## src/rtl/lmc_pkg.sv

```systemverilog
// lmc_pkg
// Shared definitions for the little-man-computer execute slice.
// Holds the default widths, the 2-bit opcode constants and the
// fetch/execute/advance state enumeration used by lmc_exec.
package lmc_pkg;

  // Default program-address width and instruction/data word width.
  // The word has to hold the 2-bit opcode plus a branch target, so M >= N+2.
  localparam int LMC_N_DEFAULT = 2;
  localparam int LMC_M_DEFAULT = 4;

  localparam logic [1:0] OP_LDI = 2'b00;
  localparam logic [1:0] OP_ADD = 2'b01;
  localparam logic [1:0] OP_SUB = 2'b10;
  localparam logic [1:0] OP_BRZ = 2'b11;

  typedef enum logic [1:0] {
    IDLE    = 2'd0,
    FETCH   = 2'd1,
    EXEC    = 2'd2,
    ADVANCE = 2'd3
  } lmc_state_t;

endpackage

```

## src/rtl/lmc_alu.sv

```systemverilog
// lmc_alu
// Combinational add/subtract unit for lmc_exec.
// Ports:
//   a      - left operand (accumulator)
//   b      - right operand (zero-extended instruction operand)
//   sub    - 0: a + b, 1: a - b
//   result - M-bit wrapped result
//   carry  - carry out for add, borrow (b > a) for subtract
module lmc_alu #(
  parameter int M = lmc_pkg::LMC_M_DEFAULT
) (
  input  logic [M-1:0] a,
  input  logic [M-1:0] b,
  input  logic         sub,
  output logic [M-1:0] result,
  output logic         carry
);

  logic [M:0] wide;

  // One extra bit catches the carry; for subtraction the same bit is set
  // exactly when the unsigned result went below zero, i.e. b > a.
  always_comb begin
    if (sub) begin
      wide = {1'b0, a} - {1'b0, b};
    end else begin
      wide = {1'b0, a} + {1'b0, b};
    end
  end

  assign result = wide[M-1:0];
  assign carry  = wide[M];

endmodule

```

## src/rtl/lmc_exec.sv

```systemverilog
// lmc_exec
// Fetch/execute/advance sequencer of a tiny accumulator machine.
// Every instruction takes three cycles: FETCH latches RAM_out into ir,
// EXEC updates acc/carry, and ADVANCE carries exactly one program-counter
// pulse (step, or load for a taken BRZ).
// Ports:
//   timer555 - clock, rising edge
//   reset    - asynchronous active-high reset
//   run      - level enable, sampled at instruction boundaries
//   RAM_out  - instruction word at the current program address
//   pc_step  - one-cycle pulse: advance program counter
//   pc_load  - one-cycle pulse: load program counter from pc_data
//   pc_data  - branch target while pc_load is high, else 0
//   acc      - accumulator
//   carry    - carry/borrow of the last ADD/SUB
//   zero     - acc == 0 (combinational)
//   ir       - instruction register
//   busy     - high whenever not IDLE
module lmc_exec
  import lmc_pkg::*;
#(
  parameter int N = LMC_N_DEFAULT,
  parameter int M = LMC_M_DEFAULT
) (
  input  logic         timer555,
  input  logic         reset,
  input  logic         run,
  input  logic [M-1:0] RAM_out,
  output logic         pc_step,
  output logic         pc_load,
  output logic [N-1:0] pc_data,
  output logic [M-1:0] acc,
  output logic         carry,
  output logic         zero,
  output logic [M-1:0] ir,
  output logic         busy
);

  lmc_state_t   state_q, state_d;
  logic [M-1:0] acc_q, acc_d;
  logic         carry_q, carry_d;
  logic [M-1:0] ir_q, ir_d;
  logic         pc_step_q, pc_step_d;
  logic         pc_load_q, pc_load_d;
  logic [N-1:0] pc_data_q, pc_data_d;

  logic [1:0]   opcode;
  logic [M-1:0] operand_ext;
  logic [M-1:0] alu_result;
  logic         alu_carry;

  assign opcode      = ir_q[M-1:M-2];
  assign operand_ext = {2'b00, ir_q[M-3:0]};

  lmc_alu #(.M(M)) u_alu (
    .a      (acc_q),
    .b      (operand_ext),
    .sub    (opcode == OP_SUB),
    .result (alu_result),
    .carry  (alu_carry)
  );

  // Next-state logic. The pc pulse is decided while leaving EXEC so that the
  // registered pc_step/pc_load are high for exactly the ADVANCE cycle. BRZ
  // never changes acc, so testing acc_q here matches the acc seen in ADVANCE.
  always_comb begin
    state_d   = state_q;
    acc_d     = acc_q;
    carry_d   = carry_q;
    ir_d      = ir_q;
    pc_step_d = 1'b0;
    pc_load_d = 1'b0;
    pc_data_d = '0;
    case (state_q)
      IDLE: begin
        if (run) state_d = FETCH;
      end
      FETCH: begin
        ir_d    = RAM_out;
        state_d = EXEC;
      end
      EXEC: begin
        case (opcode)
          OP_LDI: acc_d = operand_ext;
          OP_ADD, OP_SUB: begin
            acc_d   = alu_result;
            carry_d = alu_carry;
          end
          default: ;
        endcase
        if (opcode == OP_BRZ && acc_q == '0) begin
          pc_load_d = 1'b1;
          pc_data_d = ir_q[N-1:0];
        end else begin
          pc_step_d = 1'b1;
        end
        state_d = ADVANCE;
      end
      ADVANCE: begin
        state_d = run ? FETCH : IDLE;
      end
      default: state_d = IDLE;
    endcase
  end

  // State and registered outputs; reset aborts any instruction in flight.
  always_ff @(posedge timer555 or posedge reset) begin
    if (reset) begin
      state_q   <= IDLE;
      acc_q     <= '0;
      carry_q   <= 1'b0;
      ir_q      <= '0;
      pc_step_q <= 1'b0;
      pc_load_q <= 1'b0;
      pc_data_q <= '0;
    end else begin
      state_q   <= state_d;
      acc_q     <= acc_d;
      carry_q   <= carry_d;
      ir_q      <= ir_d;
      pc_step_q <= pc_step_d;
      pc_load_q <= pc_load_d;
      pc_data_q <= pc_data_d;
    end
  end

  assign acc     = acc_q;
  assign carry   = carry_q;
  assign zero    = (acc_q == '0);
  assign ir      = ir_q;
  assign pc_step = pc_step_q;
  assign pc_load = pc_load_q;
  assign pc_data = pc_data_q;
  assign busy    = (state_q != IDLE);

endmodule

```

## config.mk

```make
export PLATFORM = sky130hd
export DESIGN_NAME = lmc_exec
export DESIGN_NICKNAME = d
export VERILOG_FILES = /design/src/rtl/lmc_pkg.sv /design/src/rtl/lmc_alu.sv /design/src/rtl/lmc_exec.sv
export SDC_FILE = /design/constraint.sdc
export NUM_CORES = 1
export LEC_CHECK = 0
export ABC_CLOCK_PERIOD_IN_PS = 3300
export CAP_MARGIN = 30
export CELL_PAD_IN_SITES_DETAIL_PLACEMENT = 1
export CELL_PAD_IN_SITES_GLOBAL_PLACEMENT = 2
export CORE_MARGIN = 10
export CORE_UTILIZATION = 40
export CTS_BUF_LIST = sky130_fd_sc_hd__clkbuf_8
export DETAILED_ROUTE_END_ITERATION = 16
export DONT_BUFFER_PORTS = 1
export GPL_TIMING_DRIVEN = 0
export PLACE_DENSITY_LB_ADDON = 0.15
export SKIP_CTS_REPAIR_TIMING = 1
export SLEW_MARGIN = 10
export SYNTH_ARGS = -nofsm -noshare
export SYNTH_HDL_FRONTEND = slang
export SYNTH_SLANG_ARGS = --single-unit
```

## constraint.sdc

```tcl
create_clock -name timer555 -period 3.3 [get_ports timer555]
set_input_delay 0.99 -clock timer555 [delete_from_list [all_inputs] [get_ports timer555]]
set_output_delay 0.99 -clock timer555 [all_outputs]
set_load 0.01 [all_outputs]
```

==> flow_summary.ini <==
[grt]
antenna_found_initial = 0
grt_pass1_vias = 671
met1_usage = 0.1096
grt-ovfl-total = 0
top_usage_layer = met2
grt_start_max_net_pins = 16
grt_pass1_wl_um = 3346
grtUsageMet2 = 0.1671
track_usage = 0.09740
grt_use_met3 = 0.03140

[route]
viasPerCell = 5.248
wl_per_cell_um = 16.50
routed_wl_um = 1930
postRouteAntennaNets = 0
first_iter_violations = 10
drcViolationCount = 0
dr.pass1.iters = 2
vias = 614

[clock_tree]
cts_sinks = 15
clk_path_buf_depth = 2
clk-insertion-delay-late_ps = 240
root_buffer = clkbuf_8
cts_tree = built
cts_max_level = 1
clk_pin_slew_worst_paths_ps = 60
numCtsBuffers = 3

[setup_path]
cp_slowest_cell = dfrtp_1
endpoint_kind = output pin
cp_max_fo = 4
cp_top_family = flip-flops
cp_data_required_time_ps = 2310
startpoint_type = flop
crit_type = flop to output pin
worstPathArrival_ps = 1170
crit_buf_inv = 0
path_cells = nor4_4
slowest_delay_ps = 480
r2r_slack_ps = 1170

[layout]
area_growth_pct = 9.066
fill_cells = 254
num-nets-final = 112
fin_area_sq_um = 978.4
num_antenna_cells = 0
layout_commonest_cell = dfrtp_1
final_cell_mix = dfrtp_1, ha_1, inv_1
drive_above_1_share = 0.08989

[timing]
rsz0062_at_grt = no
setup_viol = 0
post-route-min-period_ps = 2163
worst_slack_ps = 1137
hold_viol_final = 0
slew_violations = 0
relSlewSlack = 0.6082
whs_ps = 656.1
worstMarginPinSlew_ps = 587.1
fin_crit_sh = 0.6553
tns_ps = 0
fmax_mhz = 462.4
skew_ps = 4.165

[power]
comb_power_share = 0.525
ir_drop_uv = 483.1
p_seq_frac = 0.346
switching_share = 0.4643
p_int_mw = 0.6100
power_density_nw_per_um2 = 1164
p_sw_mw = 0.5287
p_leak_nw = 0.4854
clkPwrFrac = 0.130

[die]
rows = 17
dieArea_sq_um = 4537
initial_core_util = 0.4135
fp.dieH_um = 67.36
io_pins = 22
core_sq_um = 2170
die_w_um = 67.36

[synthesis]
ys_seq_elements = 15
ys_types = 28
yosysWarningCount = 0
netlist_area_sq_um = 897.1
synth_fp_nets = 107
ys_seq_area_frac = 0.4184
postSynthCellCount = 85
syn_area_per_cell_sq_um = 10.55

[place]
pre_cts_slack_ps = 1123
gp_congestion = 0.7023
dp_hpwl_um = 1573
port_buffers = 0
place_area_sq_um = 932.1

[hold_path]
hold_class = flop to flop

[job]
drv_cap = 0

[status]
outcome = completed
==> per-layer routing <==
metal	up-vias	part of all wire
met1	305	0.44
met2	10	0.50
met3	2	0.049
li1	297	-
met5	-	0
met4	0	0.0088
==> cells by family after synthesis <==
kind of cell,synth area share
AO/OA/AOI/OAI,0.1283
multiplexers,0.03487
XOR/XNOR,0.009765
flip-flops,0.4184
buffers and inverters,0.04742
AND/OR/NAND/NOR,0.1437
adder cells (fa/ha/maj),0.2176
==> final timing paths <==
check,startpoint,depth (start not counted),endpoint
max,acc[3],1,zero
min,acc[0],2,acc[0]
max reg2reg,ir[2],7,acc[3]
min reg2reg,acc[0],2,acc[0]
max in group asynchronous,reset,1,ir[0]
min in group asynchronous,reset,1,pc_data[0]
==> synthesized netlist by cell type, drive strengths merged <==
cell	number	area (sq um)
a21oi	3	15.01
and2	2	12.51
nor3	1	5.000
fa	1	20.02
mux2i	2	20.02
o31ai	1	7.510
or2	1	6.260
nor2	2	7.510
a21boi	1	7.510
nand3	2	10.01
mux2	1	11.26
xnor2	1	8.760
ha	14	175.2
a31oi	1	6.260
nand2b	2	12.51
o21ai	6	30.03
inv	10	37.54
nor4	1	21.27
and3	1	11.26
nand2	9	33.78
dfrtp	15	375.4
and3b	1	8.760
a21o	2	15.01
clkbuf	1	5.000
o22a	1	8.760
o21a	1	7.510
a41oi	1	8.760
o41ai	1	8.760
==> final cells by class <==
cell class                      count  area (sq um)  share of cell area
Clock buffer                        3         41.29             0.04220
Inverter                           10         37.54             0.03836
Multi-Input combinational cell     59         479.2              0.4898
Clock inverter                      1         5.005            0.005115
Buffer                              1         5.005            0.005115
Tap cell                           28         35.03             0.03581
Sequential cell                    15         375.4              0.3836
==> registers in the layout, indices dropped and copies added, names as in the netlist <==
name	count
pc_load	1
carry	1
acc	4
pc_data	2
state_q	2
ir	4
pc_step	1
==> power by group through the flow <==
stage | registers [mW] | clock network, mW | logic, mW
finish | 0.394 | 0.148 | 0.597
CTS | 0.400 | 0.153 | 0.614
global placement | 0.401 | 0 | 0.579
floorplan | 0.364 | 0 | 0.483
detailed placement | 0.403 | 0 | 0.612
global route | 0.411 | 0.166 | 0.698
==> tightest hold or removal path, delay by kind of cell (launching register included) <==
family / cells / cell delay, ps
compound gates: 1 / 60
flops: 1 / 490
simple gates: 1 / 70
==> per-stage QoR <==
| step | cells | util | total power, mW |
|---|---|---|---|
| 6_report | 117 | 0.4510 | 1.139 |
| 5_1_grt | 117 | 0.4510 | 1.275 |
| 4_1_cts | 117 | 0.4510 | 1.168 |
| 3_5_place_dp | 113 | 0.4296 | 1.015 |
| 3_3_place_gp | 113 | 0.4296 | 0.9795 |
| 2_1_floorplan | 85 | - | 0.8463 |
Note: power is estimated with default switching activity, not from simulation.
